==> config.mk <==
export PLATFORM = sky130hd
export DESIGN_NAME = point_sequencer
export DESIGN_NICKNAME = d
export VERILOG_FILES = /design/src/rtl/point_sequencer.sv
export SDC_FILE = /design/constraint.sdc
export NUM_CORES = 1
export LEC_CHECK = 0
export ABC_AREA = 0
export CAP_MARGIN = 20
export CORE_MARGIN = 2
export CORE_UTILIZATION = 29
export CTS_CLUSTER_SIZE = 30
export DETAILED_ROUTE_END_ITERATION = 8
export GPL_TIMING_DRIVEN = 0
export RECOVER_POWER = 100
export SETUP_SLACK_MARGIN = 0.1
export SLEW_MARGIN = 20
export SYNTH_ARGS = -nofsm -noshare
export SYNTH_HDL_FRONTEND = slang
export SYNTH_SLANG_ARGS = --single-unit
==> constraint.sdc <==
create_clock -name clk -period 3.1 [get_ports clk]
set_input_delay 0.775 -clock clk [delete_from_list [all_inputs] [get_ports clk]]
set_output_delay 0.775 -clock clk [all_outputs]
set_load 0.02 [all_outputs]
==> src/rtl/point_sequencer.sv <==
// Frame-to-vector sequencer: walks a buffered frame of packed point words and issues one
// draw or jump command per point to the line drawer. Macro BLANK_DWELL_EN adds post-jump dwell.
module point_sequencer #(
  parameter int unsigned COORD_W      = 12,
  parameter int unsigned ADDR_W       = 11,
  parameter int unsigned CHANNELS     = 3,
  parameter int unsigned INTENSITY_W  = 4,
  parameter int unsigned DWELL_CYCLES = 16
) (
  input  logic                                          clk,
  input  logic                                          reset_n,
  input  logic                                          frame_valid,
  input  logic [ADDR_W:0]                               num_points,
  output logic [ADDR_W-1:0]                             rd_addr,
  input  logic [1+CHANNELS*INTENSITY_W+2*COORD_W-1:0]   rd_data,
  output logic                                          frame_done,
  input  logic                                          ready,
  output logic                                          draw,
  output logic                                          jump,
  output logic [COORD_W-1:0]                            x,
  output logic [COORD_W-1:0]                            y,
  output logic [CHANNELS*INTENSITY_W-1:0]               beam,
  output logic                                          busy
);

  localparam int unsigned BeamW  = CHANNELS * INTENSITY_W;
  localparam int unsigned PointW = 1 + BeamW + 2 * COORD_W;

  if (DWELL_CYCLES == 0) begin : g_dwell_check
    $error("DWELL_CYCLES must be at least 1");
  end

  typedef enum logic [2:0] {StIdle, StRead, StIssue, StHold, StDone} state_e;

  state_e              state_q;
  logic [ADDR_W:0]     count_q;
  logic [ADDR_W:0]     index_q;
  logic [ADDR_W:0]     index_next;
  logic [PointW-1:0]   point_q;
  logic                fresh_q;
  logic [PointW-1:0]   point;
  logic                pt_jump;
  logic [BeamW-1:0]    pt_beam;
  logic [COORD_W-1:0]  pt_x;
  logic [COORD_W-1:0]  pt_y;
  logic                hold_done;

  // On the first ISSUE cycle the RAM output is used directly; later cycles use the capture.
  assign point      = fresh_q ? rd_data : point_q;
  assign pt_jump    = point[PointW-1];
  assign pt_beam    = point[2*COORD_W +: BeamW];
  assign pt_x       = point[COORD_W +: COORD_W];
  assign pt_y       = point[0 +: COORD_W];
  assign index_next = index_q + (ADDR_W+1)'(1);
  assign busy       = (state_q != StIdle);

`ifdef BLANK_DWELL_EN
  localparam int unsigned DwellW = (DWELL_CYCLES > 1) ? $clog2(DWELL_CYCLES) : 1;
  logic [DwellW-1:0] dwell_q;
  assign hold_done = (dwell_q == '0);
`else
  assign hold_done = 1'b1;
`endif

  always_ff @(posedge clk or negedge reset_n) begin
    if (!reset_n) begin
      state_q    <= StIdle;
      count_q    <= '0;
      index_q    <= '0;
      point_q    <= '0;
      fresh_q    <= 1'b0;
      rd_addr    <= '0;
      frame_done <= 1'b0;
      draw       <= 1'b0;
      jump       <= 1'b0;
      x          <= '0;
      y          <= '0;
      beam       <= '0;
`ifdef BLANK_DWELL_EN
      dwell_q    <= '0;
`endif
    end else begin
      draw       <= 1'b0;
      jump       <= 1'b0;
      frame_done <= 1'b0;
      case (state_q)
        StIdle: begin
          // frame_done still high marks the first IDLE cycle, where frame_valid is stale.
          if (frame_valid && !frame_done) begin
            count_q <= num_points;
            index_q <= '0;
            rd_addr <= '0;
            state_q <= (num_points == '0) ? StDone : StRead;
          end
        end
        StRead: begin
          fresh_q <= 1'b1;
          state_q <= StIssue;
        end
        StIssue: begin
          fresh_q <= 1'b0;
          if (fresh_q) point_q <= rd_data;
          if (ready) begin
            x <= pt_x;
            y <= pt_y;
            if (pt_jump) begin
              jump <= 1'b1;
              beam <= '0;
            end else begin
              draw <= 1'b1;
              beam <= pt_beam;
            end
`ifdef BLANK_DWELL_EN
            dwell_q <= pt_jump ? DwellW'(DWELL_CYCLES - 1) : '0;
`endif
            state_q <= StHold;
          end
        end
        StHold: begin
`ifdef BLANK_DWELL_EN
          if (!hold_done) dwell_q <= dwell_q - DwellW'(1);
`endif
          if (hold_done) begin
            if (index_next == count_q) begin
              state_q <= StDone;
            end else begin
              index_q <= index_next;
              rd_addr <= rd_addr + ADDR_W'(1);
              state_q <= StRead;
            end
          end
        end
        StDone: begin
          frame_done <= 1'b1;
          beam       <= '0;
          index_q    <= '0;
          state_q    <= StIdle;
        end
        default: state_q <= StIdle;
      endcase
    end
  end

endmodule
Word-level counts from Yosys, hierarchy flattened --
Cells that the tools add are included.
Operators by class: $mul 0, reduce and logical (&&, ||, !) cells 15, muxes and demuxes 23, divide/modulo/power cells 0, shift operators 0, equality and inequality tests 8, $lt $le $gt $ge 0, add/sub/neg operators 2, bitwise logic cells 0
Operators with widths (count):
- 12-bit two-way mux | 4
- 37-bit two-way mux | 1
- 12-bit case mux with 3 select lines | 1
- 12-bit case mux with 2 select lines | 1
- 11-bit two-way mux | 2
- 11-bit case mux with 2 select lines | 1
- 12-bit by 1-bit adder with 12-bit output (second input constant) | 1
- 12-bit == test | 1
- 12-bit logical NOT | 1
- 3-bit two-way mux | 4
- 3-bit case mux with 4 select lines | 1
- 11-bit by 1-bit adder with 11-bit output (second input constant) | 1
- 2-bit AND reduction | 4
- 1-bit two-way mux | 7
- 3-bit by 2-bit == test with 1-bit output (second input constant) | 2
- 2-bit != test (second input constant) | 3
- 3-bit AND reduction | 2
- 2-bit nonzero test | 3
- 3-bit nonzero test | 2
- 3-bit by 1-bit == test with 1-bit output (second input constant) | 1
- 3-bit == test (second input constant) | 1
- 3-bit logical NOT | 1
- 1-bit case mux with 2 select lines | 1
- 1-bit logical AND | 1
- 1-bit logical NOT | 1
Word-level totals: register bits 115, output and inout bits 51, memory bits (read-only) 0, memories kept 0, bits in writable memories 0, logic and storage cells 60, latch bits 0

Logic depth before layout (Yosys ltp) --
word-level depth 4, mapped depth 11

Worst setup path before layout --
Ideal clock, no wire load.
path type reg-to-reg, start register index_q[0], end register index_q[7], library setup time 0.126 ns, stages on the path, launching flop included 12, clock period less this slack 2.441 ns, setup slack 0.659 ns, arrival 2.315 ns, cells stage by stage dfrtp_1 > ha_1 > and2_1 > clkbuf_1 > nand4_1 > nor4b_1 > o21ai_0 > a211oi_2 > buf_6 > buf_6 > nor4_1 > a311o_1
On the way: cells in the longest elaborated chain, start to end 4
Ends and longest elaborated chain:
- start: declaration | line 37 | logic [ADDR_W:0] index_q;
- start signal: assignment | line 127 | index_q <= index_next;
- 12-bit by 1-bit adder with 12-bit output * | line 54 | assign index_next = index_q + (ADDR_W+1)'(1);
- 12-bit == test | line 124 | if (index_next == count_q) begin
- 2-bit != test (no source line)
- 3-bit AND reduction (no source line)
Mark *: on every way between the ends. The rest lies on a longest branch, timed or not. The select of a mux whose other input is x is not followed. A chain may end at the register's enable or synchronous reset.

Worst setup path in the final report --
start register state_q[0], end output busy
On the way: cells in the longest elaborated chain, start to end 1
Ends and longest elaborated chain:
- start: declaration | line 35 | state_e state_q;
- start signal: assignment | line 67 | state_q <= StIdle;
- start signal: assignment | line 93 | state_q <= (num_points == '0) ? StDone : StRead;
- start signal: assignment | line 98 | state_q <= StIssue;
- 3-bit nonzero test | line 55 | assign busy = (state_q != StIdle);
- end: declaration | line 23 | output logic busy
Every way passes these cells.

==> key figures <==
Status
  – Run status: finished with violations
  – Violations in the final reports: max-capacitance violations, max-slew violations

Power
  – Power per unit of standard cell area: ~1000 nW/um^2
  – Max rail drop VDD: 0.000459 V
  – Leak Pwr: 3.21 nW

Timing
  – Slew Limit Fails: 40
  – Clock period minus final worst setup slack: between 2000 and 3000 ps
  – Total setup violations reported at the end of the flow: 0
  – Endpoints failing hold: 0
  – Headroom to the max-slew limit: -54.5%
  – Setup WS post-layout: around 240 ps
  – Final period util: 92.2%
  – Final worst clock skew: 8.43 ps
  – Fin Setup TNS: 0 ps
  – Highest achievable clock rate: between 0.3 and 0.4 GHz
  – Slew of the pin with the lowest slew margin: between 2000 and 2500 ps
  – Setup repair after global routing missed its margin: no

Floorplan
  – Die Area: between 20000 and 25000 sq um
  – Die Y-Extent: about 140 um
  – Floorplan row count: 50
  – Floorplan core area: around 19000 sq um
  – # IOs: about 100
  – Starting density of the core: 29.6%
  – Die Wd: between 100 and 150 um

Cells and area
  – Growth of design area from synthesis to finish: 35.0%
  – Multi-input gate area: around 2400 sq um
  – Most common library cell in the layout ignoring fill and taps: sky130_fd_sc_hd__dfrtp_1
  – Net total in the final layout: 708
  – Final antenna diode count: 0
  – Most used cells in the layout excluding fill and tap cells: 115 x sky130_fd_sc_hd__dfrtp_1, 71 x sky130_fd_sc_hd__nand2_1, 51 x sky130_fd_sc_hd__clkdlybuf4s50_1, 51 x sky130_fd_sc_hd__dlygate4sd3_1, 39 x sky130_fd_sc_hd__mux2i_1
  – Finished Layout Cells: approximately 900
  – Layout cells sized above 1: a little over an eighth
  – FILL cells: about 1.8k
  – Sequential standard cell area: 2880 sq um

Routing
  – Total iterations of the first detailed-routing run: 4
  – Number of vias in the routed layout: about 4.5k
  – Initial DRC count: around 230
  – Average wire per standard cell: 16.3 um
  – Vias per std cell: between 5 and 6
  – Post-route DRC: 0
  – Routed wire length: roughly 15 mm
  – Antenna viol nets, final: 0

Clocking
  – Count of clock tree sinks: between 100 and 150
  – Worst-Skew Late Latency: 410 ps
  – Number of buffers between clock root and the deepest sink: 2
  – Setup fix buffers added after clock tree synthesis: 0
  – CTS tree: done
  – Clock Pin Slew Worst Setup and Hold Paths: 60 ps
  – Number of buffers added by the clock tree synthesis step: 17
  – CTS root buffer: sky130_fd_sc_hd__clkbuf_16
  – Number of H-tree levels: 4

Worst hold path
  – HP Class: reg2reg
  – Worst min-delay path startpoint: beam[8]
  – Number of cells on the worst hold path: 2

Placement
  – HPWL Detailed: approximately 11 mm
  – Placed Cells incl. Taps: 868
  – Placement-stage worst setup slack: -125 ps
  – PortBufs: 103
  – Final weighted congestion in routability-driven placement: approximately 0.84

Synth
  – Summed instance area of the synthesized netlist: 5530 sq um
  – YS warnings: 0
  – Post-synthesis instance total: 530
  – Unique masters post-synth: 49
  – Mean instance size in the synthesized netlist: 10.4 sq um
  – FF+latch count, synth: ~120
  – Syn nets: 585
  – Share of synthesized area occupied by flip-flops and latches: between 50 and 60%

Critical path
  – Startpoint of the lowest-slack register-to-register path: index_q[0]
  – Logic depth of the worst register-to-register path: 11
  – Crit. End Element: primary output
  – CP max FO: 8
  – Worst EP arrival: 2080 ps
  – Critical Path Source Type: flop
  – Timing startpoint of the critical path: state_q[0]
  – Data required time of the critical path: about 2300 ps
  – Critical path class: reg2out

Global route
  – First-pass GRT wire length: approximately 24 mm
  – Number of antenna violations at the first check in global routing: 0
  – Largest net degree at the start of global routing: 77
  – Sum of overflow across all layers after global routing: 0
  – Total track usage: between 10% and 20%
  – Via count of the first global-routing pass: 4715

Job
  – Max-cap viol count: 1
critical path, stage by stage (launching register included):
cell and delay (ps):
sky130_fd_sc_hd__dfrtp_1 350, sky130_fd_sc_hd__clkbuf_1 190, sky130_fd_sc_hd__nor3_1 360, sky130_fd_sc_hd__inv_1 90, sky130_fd_sc_hd__dlygate4sd3_1 670
where the power goes:
part,internal [mW],leakage [nW],total [mW],switching [mW]
combinational,1.32,1.52,2.90,1.58
clock,1.23,0.283,1.94,0.716
sequential,2.14,1.41,2.55,0.412
total,4.69,3.21,7.40,2.71
registers in the layout (all words and copies together) (netlist names):
signal and flops:
point_q 37, jump 1, fresh_q 1, index_q 12, draw 1, y 12
state_q 3, count_q 12, beam 12, x 12, rd_addr 11, frame_done 1
final timing paths:
check | to | slack, ps
setup / recovery | busy | 240
hold / removal | beam[8] | 470
setup reg to reg | index_q[8] | 270
hold reg to reg | beam[8] | 470
max in group asynchronous | count_q[1] | 720
min in group asynchronous | rd_addr[8] | 1070
timing repair:
| action | CTS | global route |
|---|---|---|
| hold buffers | 0 | 0 |
| setup endpoints to repair | 0 | 30 |
| resized for setup | 0 | 4 |
cell type report:
class / count / share of cell area (%)
Buffer: 37 / 2.35
Clock inverter: 11 / 1.73
Sequential cell: 115 / 38.6
Clock buffer: 20 / 6.12
Tap cell: 234 / 3.92
Inverter: 10 / 0.503
Timing Repair Buffer: 104 / 14.1
Multi-Input combinational cell: 368 / 32.7
metrics by stage:
step | utilization (%) | power [mW] | instance area [sq um] | hold slack (ps)
final | 39.9 | 7.40 | 7460 | 474
after global routing | 39.9 | 7.90 | 7460 | 507
after CTS | 39.9 | 7.60 | 7470 | 283
after detailed placement | 36.8 | 5.60 | 6880 | 479
after global placement | 36.6 | 5.51 | 6850 | 468
after floorplan | - | 4.44 | 5530 | 465
synthesized netlist by cell type, drive strengths merged:
library cell | count | area share [%]
dfrtp | 115 | 52
nand2 | 71 | 4.8
mux2i | 39 | 7.1
mux2 | 37 | 7.5
nor2 | 33 | 2.2
a21oi | 32 | 2.9
o21ai | 27 | 2.4
clkbuf | 21 | 1.4
buf | 16 | 1.7
nand3 | 15 | 1.4
inv | 10 | 0.68
and3 | 9 | 1.0
nand4 | 9 | 1.0
xnor2 | 9 | 1.4
nor4 | 8 | 0.91
nand2b | 7 | 0.79
o31ai | 7 | 0.95
o211ai | 6 | 0.81
nor3 | 5 | 0.45
nor3b | 5 | 0.68
o311ai | 5 | 0.79
or4 | 5 | 0.68
nor2b | 4 | 0.45
a311o | 3 | 0.54
a31o | 3 | 0.48
and2 | 3 | 0.34
or3 | 3 | 0.43
xor2 | 3 | 0.61
ha | 2 | 0.45
nor4b | 2 | 0.32
o2111ai | 2 | 0.32
o221ai | 2 | 0.32
o31a | 2 | 0.32
or2 | 2 | 0.23
a211oi | 1 | 0.23
a221o | 1 | 0.18
and4 | 1 | 0.16
nand4b | 1 | 0.16
o21bai | 1 | 0.14
o22ai | 1 | 0.23
o32ai | 1 | 0.16
o41a | 1 | 0.20
cell families (layout without fill, tap and decap cells):
group,Yosys count,in the layout,share of synthesized area [%]
adder cells (fa/ha/maj),2,2,0.453
AND/OR/NAND/NOR,183,183,16.0
AO/OA/AOI/OAI,95,95,11.0
buffers and inverters,47,182,3.82
flip-flops,115,115,52.0
multiplexers,76,76,14.6
XOR/XNOR,12,12,2.04
metal layers:
metal	GRT usage [%]	vias up	part of all wire (%)
li1	-	2150	-
met4	5.05	0	1.5
met1	18.5	2236	43
met2	24.9	121	49
met3	5.55	18	7.2
met5	0	-	0
(Power assumes the default switching activity.)
